[src/rtl/audio_rate_gen.sv]
// audio_rate_gen
//
// Fractional-phase audio sample-strobe generator. Each enabled cycle the phase
// accumulator adds the selected sample rate. When the sum reaches CLKRATE,
// one strobe is produced and CLKRATE is subtracted. The long-term strobe rate
// therefore equals RATEn exactly, with no prescaler rounding error. Strobes
// are numbered 0..191 within the IEC 60958 channel-status block. block_start
// marks frame 0 so the packetiser can place the B preamble.
//
// Parameters:
//   CLKRATE     system clock frequency in Hz
//   RATE0..3    sample rates selected by rate_sel (each <= CLKRATE/2)
//   ACC_W       accumulator width; 2^ACC_W must exceed CLKRATE + max(RATEn)
//
// Ports:
//   clk           in   system clock, rising edge
//   reset_n       in   asynchronous active-low reset
//   enable        in   1 = accumulate, 0 = freeze state and suppress pulses
//   rate_sel[1:0] in   sample-rate select
//   audio_stb     out  one-cycle sample strobe
//   block_start   out  high with audio_stb on frame 0 of a block
//   frame_idx[7:0]out  frame number of the current strobe; held between strobes
//   rate_changed  out  one-cycle pulse on the edge a new rate_sel takes effect

module audio_rate_gen #(
  parameter int CLKRATE = 28000000,
  parameter int RATE0   = 32000,
  parameter int RATE1   = 44100,
  parameter int RATE2   = 48000,
  parameter int RATE3   = 192000,
  parameter int ACC_W   = 26
) (
  input  logic       clk,
  input  logic       reset_n,
  input  logic       enable,
  input  logic [1:0] rate_sel,
  output logic       audio_stb,
  output logic       block_start,
  output logic [7:0] frame_idx,
  output logic       rate_changed
);

  localparam logic [ACC_W-1:0] CLK_A      = ACC_W'(CLKRATE);
  localparam logic [7:0]       LAST_FRAME = 8'd191;

  logic [ACC_W-1:0] acc;
  logic [ACC_W-1:0] acc_nxt;
  logic [1:0]       sel_q;
  logic [1:0]       sel_nxt;
  logic [7:0]       cnt;
  logic [7:0]       cnt_nxt;
  logic [7:0]       frame_idx_nxt;
  logic             stb_nxt;
  logic             bs_nxt;
  logic             rc_nxt;

  logic [ACC_W-1:0] rate_r;
  logic [ACC_W:0]   sum;
  logic [ACC_W-1:0] acc_wrap;
  logic             hit;

  always_comb begin
    case (sel_q)
      2'd0:    rate_r = ACC_W'(RATE0);
      2'd1:    rate_r = ACC_W'(RATE1);
      2'd2:    rate_r = ACC_W'(RATE2);
      default: rate_r = ACC_W'(RATE3);
    endcase
  end

  // sum is one bit wider than the accumulator, so acc + R cannot overflow.
  // After a hit, the difference is below CLKRATE and fits in ACC_W bits, so
  // the subtraction can be done modulo 2^ACC_W on the low bits.
  assign sum      = {1'b0, acc} + {1'b0, rate_r};
  assign hit      = (sum >= {1'b0, CLK_A});
  assign acc_wrap = sum[ACC_W-1:0] - CLK_A;

  always_comb begin
    acc_nxt       = acc;
    sel_nxt       = sel_q;
    cnt_nxt       = cnt;
    frame_idx_nxt = frame_idx;
    stb_nxt       = 1'b0;
    bs_nxt        = 1'b0;
    rc_nxt        = 1'b0;

    if (enable) begin
      if (rate_sel != sel_q) begin
        // A rate change restarts phase and block numbering from zero.
        // Accumulation at the new rate begins on the following edge.
        sel_nxt       = rate_sel;
        acc_nxt       = '0;
        cnt_nxt       = '0;
        frame_idx_nxt = '0;
        rc_nxt        = 1'b1;
      end else if (hit) begin
        acc_nxt       = acc_wrap;
        stb_nxt       = 1'b1;
        frame_idx_nxt = cnt;
        bs_nxt        = (cnt == 8'd0);
        cnt_nxt       = (cnt == LAST_FRAME) ? 8'd0 : cnt + 8'd1;
      end else begin
        acc_nxt = sum[ACC_W-1:0];
      end
    end
  end

  always_ff @(posedge clk or negedge reset_n) begin
    if (!reset_n) begin
      acc          <= '0;
      sel_q        <= '0;
      cnt          <= '0;
      frame_idx    <= '0;
      audio_stb    <= 1'b0;
      block_start  <= 1'b0;
      rate_changed <= 1'b0;
    end else begin
      acc          <= acc_nxt;
      sel_q        <= sel_nxt;
      cnt          <= cnt_nxt;
      frame_idx    <= frame_idx_nxt;
      audio_stb    <= stb_nxt;
      block_start  <= bs_nxt;
      rate_changed <= rc_nxt;
    end
  end

endmodule
[config.mk]
export PLATFORM = sky130hd
export DESIGN_NAME = audio_rate_gen
export DESIGN_NICKNAME = d
export VERILOG_FILES = /design/src/rtl/audio_rate_gen.sv
export SDC_FILE = /design/constraint.sdc
export NUM_CORES = 1
export LEC_CHECK = 0
export ABC_AREA = 1
export CELL_PAD_IN_SITES_DETAIL_PLACEMENT = 1
export CELL_PAD_IN_SITES_GLOBAL_PLACEMENT = 2
export CORE_UTILIZATION = 35
export DETAILED_ROUTE_END_ITERATION = 6
export GPL_ROUTABILITY_DRIVEN = 1
export MAX_ROUTING_LAYER = met4
export PLACE_DENSITY_LB_ADDON = 0.1
export SLEW_MARGIN = 20
export SYNTH_ARGS = -nofsm -noshare
export SYNTH_HDL_FRONTEND = slang
export SYNTH_SLANG_ARGS = --single-unit
[constraint.sdc]
create_clock -name clk -period 5.95 [get_ports clk]
set_clock_uncertainty 0.2 [all_clocks]
set_input_delay 1.19 -clock clk [delete_from_list [all_inputs] [get_ports clk]]
set_output_delay 1.19 -clock clk [all_outputs]
set_load 0.01 [all_outputs]
Word-level counts from Yosys, hierarchy flattened
Cells that the tools add are included.
{"block": "totals", "ff_bits": 47, "input_bits": 5, "out_inout_bits": 11}
{"block": "classes", "addsub": 3, "order_cmp": 1, "eq_ne": 4, "muxes": 16, "reduce_logical": 5}
{"op": "$pmux W18 S3", "count": 1}
{"op": "$mux W26", "count": 2}
{"op": "$mux W8", "count": 5}
{"op": "$add A26 B26 Y27", "count": 1}
{"op": "$ge A27 B25 Y1 const B", "count": 1}
{"op": "$sub A26 B25 Y26 const B", "count": 1}
{"op": "$add A8 B1 Y8 const B", "count": 1}
{"op": "$eq A8 B8 Y1 const B", "count": 1}
{"op": "$logic_not A8 Y1", "count": 1}
{"op": "$mux W1", "count": 8}
{"op": "$reduce_and A2 Y1", "count": 2}
{"op": "$eq A2 B1 Y1 const B", "count": 1}
{"op": "$eq A2 B2 Y1 const B", "count": 1}
{"op": "$logic_not A2 Y1", "count": 1}
{"op": "$ne A2 B2 Y1", "count": 1}
{"op": "$reduce_bool A2 Y1", "count": 1}

Longest topological paths before layout
{"block": "depth", "depth_word": 7, "depth_mapped": 24, "depth_no_buf": 24}

Worst setup path before layout
No wires, ideal clock.
{"block": "synth_path", "kind": "register to register", "start": "reg sel_q[0]", "end": "reg acc[16]", "arrival_time_ns": 2.896, "path_slack_ns": 2.736, "stages_incl_launch_ff": 22, "n_path_buf": 1, "synth_period_minus_slack_ns": 3.214, "path_cell_list": "dfrtp_1 > inv_1 > ha_1 > or2_2 > ha_1 > nand2_1 > inv_1 > nand2_1 > nand3_2 > nand2_1 > nand2_1 > nor2_2 > nand2_4 > nor2_2 > nand3_1 > nor2_1 > nand2_1 > nand3_4 > buf_4 > nand3_1 > nand3_1 > nand2_1"}
{"block": "synth_via", "elab_chain_cells": 6}
{"item": "start: declaration", "line": "48", "source": "logic [1:0] sel_q;"}
{"item": "start signal: assignment", "line": "119", "source": "sel_q <= sel_nxt;"}
{"item": "$eq A2 B2 Y1, or another cell as far along", "line": "63", "source": "case (sel_q)"}
{"item": "$pmux W18 S3", "line": "63"}
{"item": "$add A26 B26 Y27", "line": "74", "source": "assign sum = {1'b0, acc} + {1'b0, rate_r};"}
{"item": "$sub A26 B25 Y26 / $ge A27 B25 Y1 (equally long branches)", "line": "76, 75"}
{"item": "$mux W26", "line": "96", "source": "end else if (hit) begin"}
{"item": "$mux W26 (*)", "line": "88", "source": "if (rate_sel != sel_q) begin"}
{"item": "end signal: assignment", "line": "118", "source": "acc <= acc_nxt;"}
{"item": "end: declaration", "line": "46", "source": "logic [ACC_W-1:0] acc;"}
Mark *: on every way between the ends. The rest lies on a longest branch, timed or not.
A chain may end at the register's enable or synchronous reset.

Final worst setup path
{"block": "layout_path", "start": "reg sel_q[1]", "end": "reg frame_idx[6]"}
{"block": "layout_via", "elab_chain_cells": 6}
{"item": "$eq A2 B2 Y1, or another cell as far along", "line": "63"}
{"item": "$pmux W18 S3", "line": "63"}
{"item": "$add A26 B26 Y27", "line": "74"}
{"item": "$ge A27 B25 Y1", "line": "75", "source": "assign hit = (sum >= {1'b0, CLK_A});"}
{"item": "$reduce_bool A2 Y1 (no line)"}
{"item": "$reduce_and A2 Y1 (no line)"}
{"item": "end signal: assignment", "line": "121", "source": "frame_idx <= frame_idx_nxt;"}
{"item": "end: declaration", "line": "39", "source": "output logic [7:0] frame_idx,"}
Several ways; a longest one is shown, not always the timed one.

==> results.yml <==
hold_path:
  hold-path-endpoint: "frame_idx[1]"
  hp-start: "frame_idx[1]"
  hold_class: "reg2reg"
  hold_path_depth: 2
power:
  power.density_nw_per_um2: 244.7
  p_seq_share_pct: 31.2
  p_sw_share_pct: 40.76
  pwr-share-comb_pct: 38.7
  p_clk_share_pct: 30.1
  p_sw_mw: 0.4488
  max-vdd-ir-drop_mv: 0.1356
  p_leak_nw: 2.401
  internal-power_mw: 0.6524
synthesis:
  syn_area_um2: 4070
  synth_ff_type: "dfrtp_1"
  synth_top_area_share_pct: 27.67
  synth.avg_cell_area_um2: 6.291
  ys_seq_elements: 45
  netlist_instances: 647
  yosys-top-cells-count: "nand2_1, inv_1, nand3_1"
  ys_warn_count: 0
  yosysTopAreaCell: "dfrtp_1"
  syn-num-nets: 671
  synthArstFlopShare_pct: 100.0
  yosysSeqAreaShare_pct: 27.67
  synth_area_leaders: "dfrtp_1, nand2_1, nand3_1"
  yosysMostFrequentCell: "nand2_1"
  synth_edf_count: 0
  ys_types: 38
floorplan:
  rows: 39
  initial_core_util_pct: 35.80
  die_area_um2: 12060
  io_pins: 16
  core-area_um2: 11370
  chipWidth_um: 109.8
  die_h_um: 109.8
sta:
  fmax_mhz: 238.4
  setup_viol: 0
  period_share_pct: 70.51
  tightest_slew_ns: 0.8525
  finalSetupTns_ns: 0
  final-max-slew-violation-count: 0
  relSlewSlack_pct: 43.10
  rsz0062_at_grt: "false"
  fin_crit_ns: 4.195
  hold_viol: 0
placement:
  dp_cells: 793
  gp_congestion: 0.8278
  port_buffers: 15
  place_hpwl_um: 10450
route:
  viasPerCell: 5.085
  wl_um: 12820
  drt_iter0_drc: 180
  num_vias: 4073
  wl_per_cell_um: 16.00
  drc: 0
  antenna_left: 0
  drt-pass1-iter-count: 4
cts:
  cts.repair.resized: 0
  htree_levels: 2
  cts_setup_buffers: 0
  clkTransAtPathRegs_ns: 0.07
  cts-root-buf: "clkbuf_16"
  cts_tree: "done"
  clockBufferDepth: 2
  insertion_delay_ns: 0.29
  numCtsBuffers: 5
  holdBufCountCts: 0
  clock_sinks: 45
setup_path:
  crit_slowest_cell: "dfrtp_1"
  crit_required_ns: 5.94
  rrSetupSlack_ns: 1.75
  reg2reg_depth: 21
  crit_chain: "inv_1, ha_1, inv_1, ha_1, inv_1, nor2_1, nand2_1, nor2_1, nand3_1, nand3_1, nand2_1, nand2_1, nor2_1, nand2_1, nor2_2, nand2_4, nand3_4, nand2_2, clkinv_2, nand2_1, nand2_1"
  cpMostUsedCell: "nand2_1"
  rr_endpoint: "frame_idx[6]"
  critPathKind: "reg2reg"
  cp-end-kind: "register"
  r2r-start: "sel_q[1]"
  cp_slowest_stage_delay_ns: 0.45
  worst-path-max-fanout: 33
  cp-start-kind: "register"
  arrival_ns: 4.19
outcome:
  status: "finished clean"
global_route:
  antenna_found_initial: 0
  grt_overflow: 0
  grt_pass1_wl_um: 21350
  grt_pass1_vias: 4183
  grt_use_total_pct: 24.05
  grt_max_degree: 46
final_layout:
  final_cells: 801
  fin_nets: 681
  drive_gt1_share_pct: 9.422
  num_antenna_cells: 0
  syn2layout_area_growth_pct: 10.57
flow_run:
  cap_violations: 0
## cells in the final DEF, fill, tap and decap left out, types with 2 or more instances in the layout
| cell type | n |
|---|---|
| o21ai_0 | 9 |
| o21ai_1 | 3 |
| nand3_1 | 68 |
| buf_4 | 2 |
| clkbuf_16 | 5 |
| nand2_1 | 260 |
| xnor2_1 | 4 |
| a21oi_1 | 12 |
| inv_2 | 8 |
| ha_1 | 19 |
| dfrtp_1 | 45 |
| nand4_1 | 21 |
| nand2_4 | 3 |
| or2_2 | 3 |
| nand2_2 | 15 |
| nand3b_1 | 2 |
| nor2_1 | 40 |
| nor3_1 | 5 |
| inv_1 | 79 |
| nor2_2 | 8 |
| nor2_4 | 6 |
| xor2_1 | 5 |
| inv_6 | 2 |
| a22o_1 | 3 |
| o211ai_1 | 4 |
| clkdlybuf4s50_1 | 14 |
## layout make-up
cell class,count,area (um2)
Fill cell,1506,6869
Multi-Input combinational cell,501,2536
Tap cell,143,178.9
Clock inverter,3,47.55
Inverter,88,331.6
Timing Repair Buffer,16,155.1
Sequential cell,45,1126
Clock buffer,5,125.1
## layer usage
metal  GRT usage, %  share of wire (%)
met5              -                  0
met4          6.000                2.4
met3          3.082                2.7
met2          39.69                 47
met1          31.05                 47
## stage by stage
step	worst slack (ns)	hold slack, ns	power (mW)	cell area (um2)	util [%]
finish	1.755	0.2850	1.101	4501	39.58
global route	1.304	0.3056	1.183	4501	39.58
CTS	1.689	0.2908	1.114	4498	39.56
detailed placement	1.718	0.2691	0.7762	4325	38.04
global placement	1.784	0.2568	0.7675	4325	38.04
floorplan	2.736	0.2555	0.6608	4070	-
## sequential cells by signal (all words and copies together) (netlist names)
signal,flops
rate_changed,1
cnt,8
acc,24
frame_idx,8
sel_q,2
block_start,1
audio_stb,1
## critical path, delay by kind of cell, from the launching register on
family | cells | cell delay, ns
and+or+nand+nor | 15 | 2.24
adders and majority gates | 2 | 0.68
buffers and inverters | 4 | 0.48
DFF | 1 | 0.45
## worst max path at each step
| stage | startpoint | end | slack, ns | depth (start not counted) |
|---|---|---|---|---|
| detailed placement | sel_q[1] | cnt[7] | 1.72 | 20 |
| global route | sel_q[1] | frame_idx[5] | 1.30 | 20 |
| CTS | sel_q[1] | frame_idx[5] | 1.69 | 20 |
| global placement | sel_q[1] | cnt[0] | 1.78 | 21 |
| finish | sel_q[1] | frame_idx[6] | 1.75 | 21 |
| floorplan | sel_q[0] | acc[16] | 2.74 | 21 |
## logic make-up after synthesis
family / after synthesis / share of synthesized area [%]
adder cells (fa/ha/maj): 19 / 5.841
buffers and inverters: 101 / 10.08
AO/OA/AOI/OAI: 37 / 6.056
XOR/XNOR: 10 / 2.336
AND/OR/NAND/NOR: 435 / 48.02
flip-flops: 45 / 27.67
## power by group through the flow
stage	Clock, mW	Combinational [mW]	Sequential [mW]
2_1_floorplan	0	0.321	0.340
3_3_place_gp	0	0.418	0.349
3_5_place_dp	0	0.427	0.349
4_1_cts	0.340	0.431	0.344
5_1_grt	0.351	0.487	0.345
6_report	0.332	0.426	0.343
Power figures use the tool's default switching activity.
